==> config.mk <==
export PLATFORM = sky130hd
export DESIGN_NAME = no_brdr_out_collector
export DESIGN_NICKNAME = d
export VERILOG_FILES = /design/src/rtl/no_brdr_out_collector.sv
export SDC_FILE = /design/constraint.sdc
export NUM_CORES = 1
export LEC_CHECK = 0
export BUFFER_PORTS_ARGS = -buffer_cell sky130_fd_sc_hd__buf_2
export CORE_AREA = 4 4 150 80
export DETAILED_ROUTE_END_ITERATION = 12
export DIE_AREA = 0 0 154 84
export PLACE_DENSITY = 0.73
export SLEW_MARGIN = 20
export SYNTH_ARGS = -nofsm -noshare
export SYNTH_HDL_FRONTEND = slang
export SYNTH_SLANG_ARGS = --single-unit
==> constraint.sdc <==
create_clock -name clk -period 2.7 [get_ports clk]
set_input_delay 0.27 -clock clk [delete_from_list [all_inputs] [get_ports clk]]
set_output_delay 0.27 -clock clk [all_outputs]
set_load 0.005 [all_outputs]
==> src/rtl/no_brdr_out_collector.sv <==
// Output collector for the no-border filter: clamps each signed result to an
// unsigned pixel, tags it with its position in the reduced output frame and
// buffers it in a first-word-fall-through FIFO behind a valid/ready handshake.
module no_brdr_out_collector #(
  parameter int ROW_WIDTH  = 256,
  parameter int COL_HEIGHT = 256,
  parameter int PIX_BIT    = 8,
  parameter int MASK_WIDTH = 3,
  parameter int FIFO_DEPTH = 8,
  parameter int SLACK      = 4
) (
  input  logic                      clk,
  input  logic                      reset,
  input  logic                      start,
  input  logic                      pix_valid_in,
  input  logic signed [PIX_BIT:0]   pix_in,
  input  logic                      out_ready,
  output logic                      out_valid,
  output logic [PIX_BIT-1:0]        out_pix,
  output logic                      out_sol,
  output logic                      out_eol,
  output logic                      out_eof,
  output logic                      almost_full,
  output logic                      busy,
  output logic                      frame_done,
  output logic                      err_ovf,
  output logic                      err_unexp
);

  localparam int OW    = ROW_WIDTH - MASK_WIDTH + 1;
  localparam int OH    = COL_HEIGHT - MASK_WIDTH + 1;
  localparam int COL_W = (OW > 1) ? $clog2(OW) : 1;
  localparam int ROW_W = (OH > 1) ? $clog2(OH) : 1;
  localparam int PTR_W = $clog2(FIFO_DEPTH);
  localparam int CNT_W = PTR_W + 1;
  localparam int ENT_W = PIX_BIT + 3;
  localparam int AF_TH = FIFO_DEPTH - SLACK;

  typedef enum logic [1:0] {
    IDLE   = 2'd0,
    ACTIVE = 2'd1,
    DRAIN  = 2'd2
  } state_t;

  state_t               state_q;
  logic [COL_W-1:0]     col_q;
  logic [ROW_W-1:0]     row_q;
  logic [ENT_W-1:0]     mem_q [FIFO_DEPTH];
  logic [PTR_W-1:0]     wr_ptr_q;
  logic [PTR_W-1:0]     rd_ptr_q;
  logic [CNT_W-1:0]     count_q;
  logic [CNT_W-1:0]     count_d;
  logic                 almost_full_q;
  logic                 frame_done_q;
  logic                 err_ovf_q;
  logic                 err_unexp_q;

  logic [PIX_BIT-1:0]   pix_clamped;
  logic                 tag_sol;
  logic                 tag_eol;
  logic                 tag_eof;
  logic                 in_take;
  logic                 fifo_empty;
  logic                 fifo_full;
  logic                 pop;
  logic                 push;
  logic                 drop;
  logic [ENT_W-1:0]     head;

  // Negative results saturate to zero; the non-negative range already fits.
  function automatic logic [PIX_BIT-1:0] clamp_pix(input logic signed [PIX_BIT:0] v);
    if (v[PIX_BIT]) begin
      return '0;
    end
    return v[PIX_BIT-1:0];
  endfunction

  // Tagging, handshake and push/pop decisions for the current cycle.
  always_comb begin
    pix_clamped = clamp_pix(pix_in);
    tag_sol     = (col_q == '0);
    tag_eol     = (col_q == COL_W'(OW - 1));
    tag_eof     = tag_eol && (row_q == ROW_W'(OH - 1));
    in_take     = (state_q == ACTIVE) && pix_valid_in;
    fifo_empty  = (count_q == '0);
    fifo_full   = (count_q == CNT_W'(FIFO_DEPTH));
    head        = mem_q[rd_ptr_q];
    pop         = !fifo_empty && out_ready;
    // A full FIFO can still accept when the head leaves in the same cycle.
    push        = in_take && (!fifo_full || pop);
    drop        = in_take && fifo_full && !pop;
    count_d     = count_q;
    if (push && !pop) begin
      count_d = count_q + 1'b1;
    end else if (!push && pop) begin
      count_d = count_q - 1'b1;
    end
  end

  // Frame sequencing and position counters; counters advance on every
  // accepted input, even a dropped one, so tags stay aligned with the frame.
  always_ff @(posedge clk or negedge reset) begin
    if (!reset) begin
      state_q      <= IDLE;
      col_q        <= '0;
      row_q        <= '0;
      frame_done_q <= 1'b0;
    end else begin
      frame_done_q <= 1'b0;
      unique case (state_q)
        IDLE: begin
          if (start) begin
            state_q <= ACTIVE;
            col_q   <= '0;
            row_q   <= '0;
          end
        end
        ACTIVE: begin
          if (pix_valid_in) begin
            if (tag_eol) begin
              col_q <= '0;
              if (tag_eof) begin
                row_q   <= '0;
                state_q <= DRAIN;
              end else begin
                row_q <= row_q + 1'b1;
              end
            end else begin
              col_q <= col_q + 1'b1;
            end
          end
        end
        DRAIN: begin
          if (pop && head[ENT_W-1]) begin
            state_q      <= IDLE;
            frame_done_q <= 1'b1;
          end else if (fifo_empty) begin
            // The eof entry was lost to overflow; nothing left to wait for.
            state_q <= IDLE;
          end
        end
        default: state_q <= IDLE;
      endcase
    end
  end

  // FIFO pointers, occupancy, almost-full flag and sticky error flags.
  always_ff @(posedge clk or negedge reset) begin
    if (!reset) begin
      wr_ptr_q      <= '0;
      rd_ptr_q      <= '0;
      count_q       <= '0;
      almost_full_q <= 1'b0;
      err_ovf_q     <= 1'b0;
      err_unexp_q   <= 1'b0;
    end else begin
      if (push) begin
        wr_ptr_q <= wr_ptr_q + 1'b1;
      end
      if (pop) begin
        rd_ptr_q <= rd_ptr_q + 1'b1;
      end
      count_q       <= count_d;
      almost_full_q <= (count_d >= CNT_W'(AF_TH));
      if (drop) begin
        err_ovf_q <= 1'b1;
      end
      if (pix_valid_in && (state_q != ACTIVE)) begin
        err_unexp_q <= 1'b1;
      end
    end
  end

  // FIFO storage; data only, so no reset is needed.
  always_ff @(posedge clk) begin
    if (push) begin
      mem_q[wr_ptr_q] <= {tag_eof, tag_eol, tag_sol, pix_clamped};
    end
  end

  assign out_valid   = !fifo_empty;
  assign out_pix     = out_valid ? head[PIX_BIT-1:0] : '0;
  assign out_sol     = out_valid & head[PIX_BIT];
  assign out_eol     = out_valid & head[PIX_BIT+1];
  assign out_eof     = out_valid & head[PIX_BIT+2];
  assign almost_full = almost_full_q;
  assign busy        = (state_q != IDLE);
  assign frame_done  = frame_done_q;
  assign err_ovf     = err_ovf_q;
  assign err_unexp   = err_unexp_q;

endmodule

==> results of run 1 <==
-- layout make-up --
type                            instances  share of cell area, %
Clock buffer                           17                  6.789
Multi-Input combinational cell        200                  27.12
Sequential cell                       120                  54.97
Timing Repair Buffer                   50                  4.832
Clock inverter                         15                  2.796
Tap cell                              145                  2.895
Inverter                               10                 0.5990
-- sequential cells by signal, indices dropped and copies added, names as in the netlist, named ones only --
name / flops
row_q: 8
frame_done: 1
mem_q: 88
rd_ptr_q: 3
wr_ptr_q: 3
col_q: 8
count_q: 3
almost_full: 1
err_unexp: 1
state_q: 2
err_ovf: 1
-- power breakdown --
group	leakage [nW]	switching [mW]	internal [mW]
clock	0.287	0.821	1.45
sequential	1.21	0.222	2.34
combinational	0.864	0.925	0.856
total	2.36	1.97	4.65
-- stage by stage --
stage | setup TNS (ns) | hold WS, ns | power (mW) | worst slack [ns] | area (um^2)
final | 0 | 0.1902 | 6.616 | 0.2235 | 6266
after global placement | 0 | 0.3623 | 4.279 | 0.1293 | 5632
after detailed placement | -0.04791 | 0.3753 | 4.352 | -0.04791 | 5632
after floorplan | 0 | -0.02559 | 3.737 | 0.1540 | 5224
after CTS | 0 | 0.1709 | 6.665 | 0.08987 | 6248
after global routing | 0 | 0.1940 | 6.993 | 0.02787 | 6266
-- layer usage --
metal	part of all wire, %	global-route usage (%)	vias to the layer above
li1	-	-	1435
met1	47	26.77	1589
met2	46	26.11	104
met3	7.3	6.422	2
met4	0.31	4.808	0
met5	0	0	-
-- timing repair --
action / in CTS / in global routing
gates resized for setup: 1 / 3
endpoints found under the hold margin: 32 / 0
hold buffers: 1 / 0
setup endpoints to repair: 1 / 1
-- cell families after synthesis --
| kind of cell | share of synthesized area, % |
|---|---|
| flip-flops | 65.92 |
| AND/OR/NAND/NOR | 11.26 |
| adder cells (fa/ha/maj) | 2.635 |
| multiplexers | 11.81 |
| AO/OA/AOI/OAI | 4.288 |
| buffers and inverters | 2.084 |
| XOR/XNOR | 2.012 |
-- final timing paths --
path / endpoint / cells past startpoint
setup / recovery: almost_full$_DFF_PN0_ / 11
hold / removal: state_q[0]$_DFFE_PN0P_ / 2
setup reg to reg: almost_full$_DFF_PN0_ / 11
hold reg to reg: err_unexp$_DFFE_PN0P_ / 1
max in group asynchronous: count_q[0]$_DFF_PN0_ / 2
min in group asynchronous: col_q[5]$_DFFE_PN0P_ / 2
-- worst max-delay path: cells and delay by family, from the launching register on --
family	cells	cell delay (ns)
xor gates and xnor gates	1	0.12
DFF	1	0.41
adders and majority gates	2	0.48
buffers and inverters	3	0.24
and+or+nand+nor	4	0.86
AOI/OAI and AO/OA	1	0.25
-- cells in the final DEF (no fill, tap or decap), types with 3 or more instances in the layout --
cell	n
a21oi_1	10
and4_1	3
buf_2	30
buf_4	19
bufinv_16	3
clkbuf_16	17
clkinv_2	3
clkinvlp_4	3
dfrtp_1	31
edfxtp_1	88
ha_1	11
inv_1	10
inv_6	3
mux2i_1	13
mux4_2	20
nand2_1	18
nand2b_1	6
nand3_1	7
nand4_1	4
nor2_1	29
nor2b_1	9
nor3_1	4
nor4_1	5
o21ai_0	3
o31ai_1	6
o41ai_1	3
or4_1	6
xnor2_1	9
xor2_1	3
==> flow_metrics.tcl, run 1 <==
set metrics [dict create \
    first_pass_iters 4 \
    hpwl_um 6992 \
    max_freq_mhz 403.8 \
    syn_area_um2 5224 \
    critPathMaxStageDelay_ns 0.41 \
    netlist_top_cells_area "edfxtp_1 (51%), dfrtp_1 (15%), mux4_2 (8.6%), ha_1 (2.6%), mux2i_1 (2.5%)" \
    grt_usage_pct 18.30 \
    postCtsSetupRepairBufs 0 \
    ys_seq_elements 120 \
    cts_tree "yes" \
    syn_to_final_growth_pct 19.95 \
    antenna_found_initial 0 \
    cp_slowest_cell "dfrtp_2" \
    worstSetupEndpointType "flop" \
    viasPerCell 5.619 \
    rows 27 \
    grt_max_degree 33 \
    synth_largest_area_cell "edfxtp_1" \
    clock_skew_ns 0.01553 \
    yosysWarningCount 0 \
    vdd_drop_max_mv 0.5494 \
    synth-async-reset-ratio_pct 26.67 \
    grt_pass1_vias 3115 \
    synth_top_cells_by_count "edfxtp_1 (88), dfrtp_1 (32), nor2_1 (29)" \
    crit_start "count_q[0]$_DFF_PN0_" \
    routed_wl_um 11010 \
    slew_headroom_pct 47.67 \
    dieWidth_um 154 \
    netlist_instances 345 \
    multi_input_area_um2 1699 \
    r2r_slack_ns 0.22 \
    dp_cells 524 \
    initial_core_util_pct 48.78 \
    cts.path.max_buffers 2 \
    gpl.final_weighted_congestion 0.7717 \
    cts_buffers 17 \
    synth_cell_types 47 \
    required_ns 3.00 \
    final_nets 424 \
    maxSlewViolCount 0 \
    finalHoldViolCount 0 \
    fin_crit_sh_pct 91.72 \
    yosysSeqAreaShare_pct 65.92 \
    regArea_um2 3445 \
    yosys.cell_count.top_type "edfxtp_1" \
    drive_above_1_share_pct 27.43 \
    port_buffers 30 \
    maxCapViolations 0 \
    synthFlopType "edfxtp_1" \
    insertion_delay_ns 0.42 \
    cts.sinks 120 \
    p_per_area_nw_per_um2 1056 \
    h-tree-depth 4 \
    wl_per_cell_um 19.76 \
    syn_area_per_cell_um2 15.14 \
    crit_chain "inv_1, ha_1, nor3b_2, inv_1, and2_1, inv_1, ha_1, nand2b_1, o41ai_2, xor2_1, or2_2" \
    antenna_cells 0 \
    via_count 3130 \
    crit_top_cell "inv_1" \
    synth_top_area_share_pct 50.59 \
    io_pins 31 \
    fin_util_pct 58.51 \
    criticalPathCategory "reg -> reg" \
    root_buffer "clkbuf_16" \
    die-area_um2 12940 \
    final_cell_count_no_fill 557 \
    ant_nets 0 \
    start_kind "flop" \
    drtIter0Drc 198 \
    core_region_area_um2 10710 \
    synth_edf_count 88 \
    clk_pin_slew_ns 0.06 \
    arrival_ns 2.78 \
    rsz0062_at_grt "false" \
    setup_viol 0 \
    hold_path_class "in -> reg" \
    r2r-start "count_q[0]$_DFF_PN0_" \
    worst_pin_slew_ns 0.7849 \
    final.fill_count 819 \
    fin_crit_ns 2.476 \
    gr-total-overflow 0 \
    die_h_um 84 \
    crit_fanout 6 \
    status "complete, no violations" \
    leakage_nw 2.361 \
    hp-start "pix_valid_in" \
    synthesis.nets 370 \
    drc 0 \
    grt_pass1_wl_um 17640 \
]
Note: power is estimated with default switching activity, not from simulation.
==> inputs of run 2 (changes only) <==
--- a/config.mk
+++ b/config.mk
@@ -10,6 +10,7 @@
 export DETAILED_ROUTE_END_ITERATION = 12
 export DIE_AREA = 0 0 154 84
 export PLACE_DENSITY = 0.73
+export RECOVER_POWER = 50
 export SLEW_MARGIN = 20
 export SYNTH_ARGS = -nofsm -noshare
 export SYNTH_HDL_FRONTEND = slang
==> run 2 against run 1 <==
- the run now ends with capacitance limit, slew limit left
- largest power group unchanged
- flip-flop and latch count unchanged
- highest routed layer unchanged
- largest cell class unchanged
- die area unchanged
- combinational power about the same
- register-to-register slack about the same
==> flow_metrics.tcl, run 2 (synthesis results as in run 1) <==
set metrics [dict create \
    status "finished, violations left" \
    violations "capacitance limit, slew limit" \
    criticalPathCategory "reg -> reg" \
    arrival_ns 2.76 \
    cts_buffers 17 \
    insertion_delay_ns 0.41 \
    cts.sinks 120 \
    max_freq_mhz 405.7 \
    hpwl_um 6992 \
    slew_headroom_pct -26.57 \
    dp_cells 524 \
    core_region_area_um2 10710 \
    via_count 3126 \
    rows 27 \
    antenna_cells 0 \
    largest_register_ffs 88 \
    fin_crit_ns 2.465 \
    totalPowerFinal_mw 6.619 \
    max_flop_register "mem_q" \
    final_nets 424 \
    crit_fanout 6 \
    drtIter0Drc 228 \
    use_met2_pct 26.11 \
    dp_slack_ns -0.04791 \
    clockPowerShare_pct 34.4 \
    root_buffer "clkbuf_16" \
    grt_pass1_vias 3115 \
    leakage_nw 2.337 \
    h-tree-depth 4 \
    dieWidth_um 154 \
    maxCapViolations 1 \
    grt_max_degree 33 \
    final_cell_count_no_fill 557 \
    crit_top_cell "inv_1" \
    start_kind "flop" \
    final.fill_count 823 \
    fin_crit_sh_pct 91.30 \
    crit_buf_inv 3 \
    setup_viol 0 \
    ant_nets 0 \
    drive_above_1_share_pct 24.76 \
    gr-total-overflow 0 \
    antenna_found_initial 0 \
    port_buffers 30 \
    crit_chain "inv_1, ha_1, nor3b_1, inv_1, and2_1, inv_1, ha_1, nand2b_1, o41ai_2, xor2_1, or2_2" \
    power_frac_seq_pct 38.7 \
    p_comb_share_pct 26.9 \
    first_pass_iters 4 \
    syn_to_final_growth_pct 19.33 \
    routed_wl_um 11040 \
    placed_cell_area_um2 5632 \
    cp_slowest_cell "dfrtp_2" \
    final_common_cell "edfxtp_1" \
    die_h_um 84 \
    final_cell_area_um2 6233 \
    hold_path_class "in -> reg" \
    initial_core_util_pct 48.78 \
    fin_ws_ns 0.2349 \
    top_usage_layer "met1" \
    p_per_area_nw_per_um2 1062 \
    finalSetupTns_ns 0 \
    die-area_um2 12940 \
    vdd_drop_max_mv 0.5517 \
    intPower_mw 4.641 \
    finalHoldViolCount 0 \
    final_cell_mix "edfxtp_1 (88), dfrtp_1 (31), nor2_1 (29), buf_2 (26), mux4_2 (20)" \
    wl_per_cell_um 19.83 \
    regArea_um2 3445 \
    p_switching_mw 1.978 \
    io_pins 31 \
    gpl.final_weighted_congestion 0.7717 \
    viasPerCell 5.612 \
    cts.path.max_buffers 2 \
    worstSetupEndpointType "flop" \
    crit_family "simple AND/OR/NAND/NOR gates" \
    whs_ns 0.1877 \
    worst_pin_slew_ns 1.899 \
    use_met3_pct 6.422 \
    maxSlewViolCount 33 \
    clock_skew_ns 0.009117 \
    critPathMaxStageDelay_ns 0.41 \
    p_sw_share_pct 29.88 \
    rsz0062_at_grt "false" \
    multi_input_area_um2 1683 \
    grt_use_met1_pct 26.77 \
    grt_usage_pct 18.30 \
    drc 0 \
    cts_tree "yes" \
    clk_pin_slew_ns 0.06 \
    top_regs "mem_q x88, col_q x8, row_q x8" \
    grt_pass1_wl_um 17640 \
    required_ns 3.00 \
    fin_util_pct 58.21 \
]
-- run 2: cell count changes in the layout (fill, tap and decap cells not counted) --
cell | previous run | this run
buf_2 | 30 | 26
buf_4 | 19 | 16
clkbuf_1 | 0 | 7
mux2i_1 | 13 | 14
mux2i_2 | 1 | 0
nor3b_1 | 2 | 4
nor3b_2 | 2 | 0
or2_1 | 0 | 1
or2_4 | 1 | 0
-- run 2: worst register-to-register path, delay by kind of cell, from the launching register on --
family	cells	cell delay, ns
compound gates	1	0.25
xor+xnor	1	0.12
fa+ha+maj	2	0.48
buf+inv	3	0.24
flops	1	0.41
simple gates	4	0.86
-- run 2: path summary, 6_finish.rpt --
kind / from / end / slack, ns / cells after the start
max in group asynchronous: reset / count_q[0]$_DFF_PN0_ / 0.54 / 2
min in group asynchronous: reset / col_q[5]$_DFFE_PN0P_ / 0.93 / 2
min reg2reg: err_unexp$_DFFE_PN0P_ / err_unexp$_DFFE_PN0P_ / 0.47 / 1
max reg2reg: count_q[0]$_DFF_PN0_ / almost_full$_DFF_PN0_ / 0.23 / 11
min: pix_valid_in / state_q[0]$_DFFE_PN0P_ / 0.19 / 2
max: count_q[0]$_DFF_PN0_ / almost_full$_DFF_PN0_ / 0.23 / 11
-- run 2: metal layers --
metal  vias to the layer above  share of wire (%)
li1                       1431                  -
met1                      1609                 48
met2                        73                 45
met3                        13                5.8
met4                         0               0.98
met5                         -                  0
-- run 2: area by class of cell --
type / count / share of cell area, %
Clock inverter: 15 / 2.810
Tap cell: 145 / 2.910
Multi-Input combinational cell: 200 / 27.00
Clock buffer: 17 / 6.825
Timing Repair Buffer: 50 / 4.597
Inverter: 10 / 0.6022
Sequential cell: 120 / 55.26
-- run 2: repair_timing --
item | 4_1_cts | 5_1_grt
hold buffers | 1 | 0
gates resized for setup | 1 | 3
buffers inserted | 0 | 0
pin swaps | 0 | 0
setup endpoints to repair | 1 | 1
hold endpoints to repair | 32 | 0
-- run 2: power by group through the flow --
stage | logic, mW | clock network, mW | registers [mW]
after floorplan | 1.22 | 0 | 2.52
after global placement | 1.73 | 0 | 2.55
after detailed placement | 1.78 | 0 | 2.58
after CTS | 1.80 | 2.31 | 2.55
after global routing | 1.97 | 2.41 | 2.60
final | 1.78 | 2.27 | 2.56
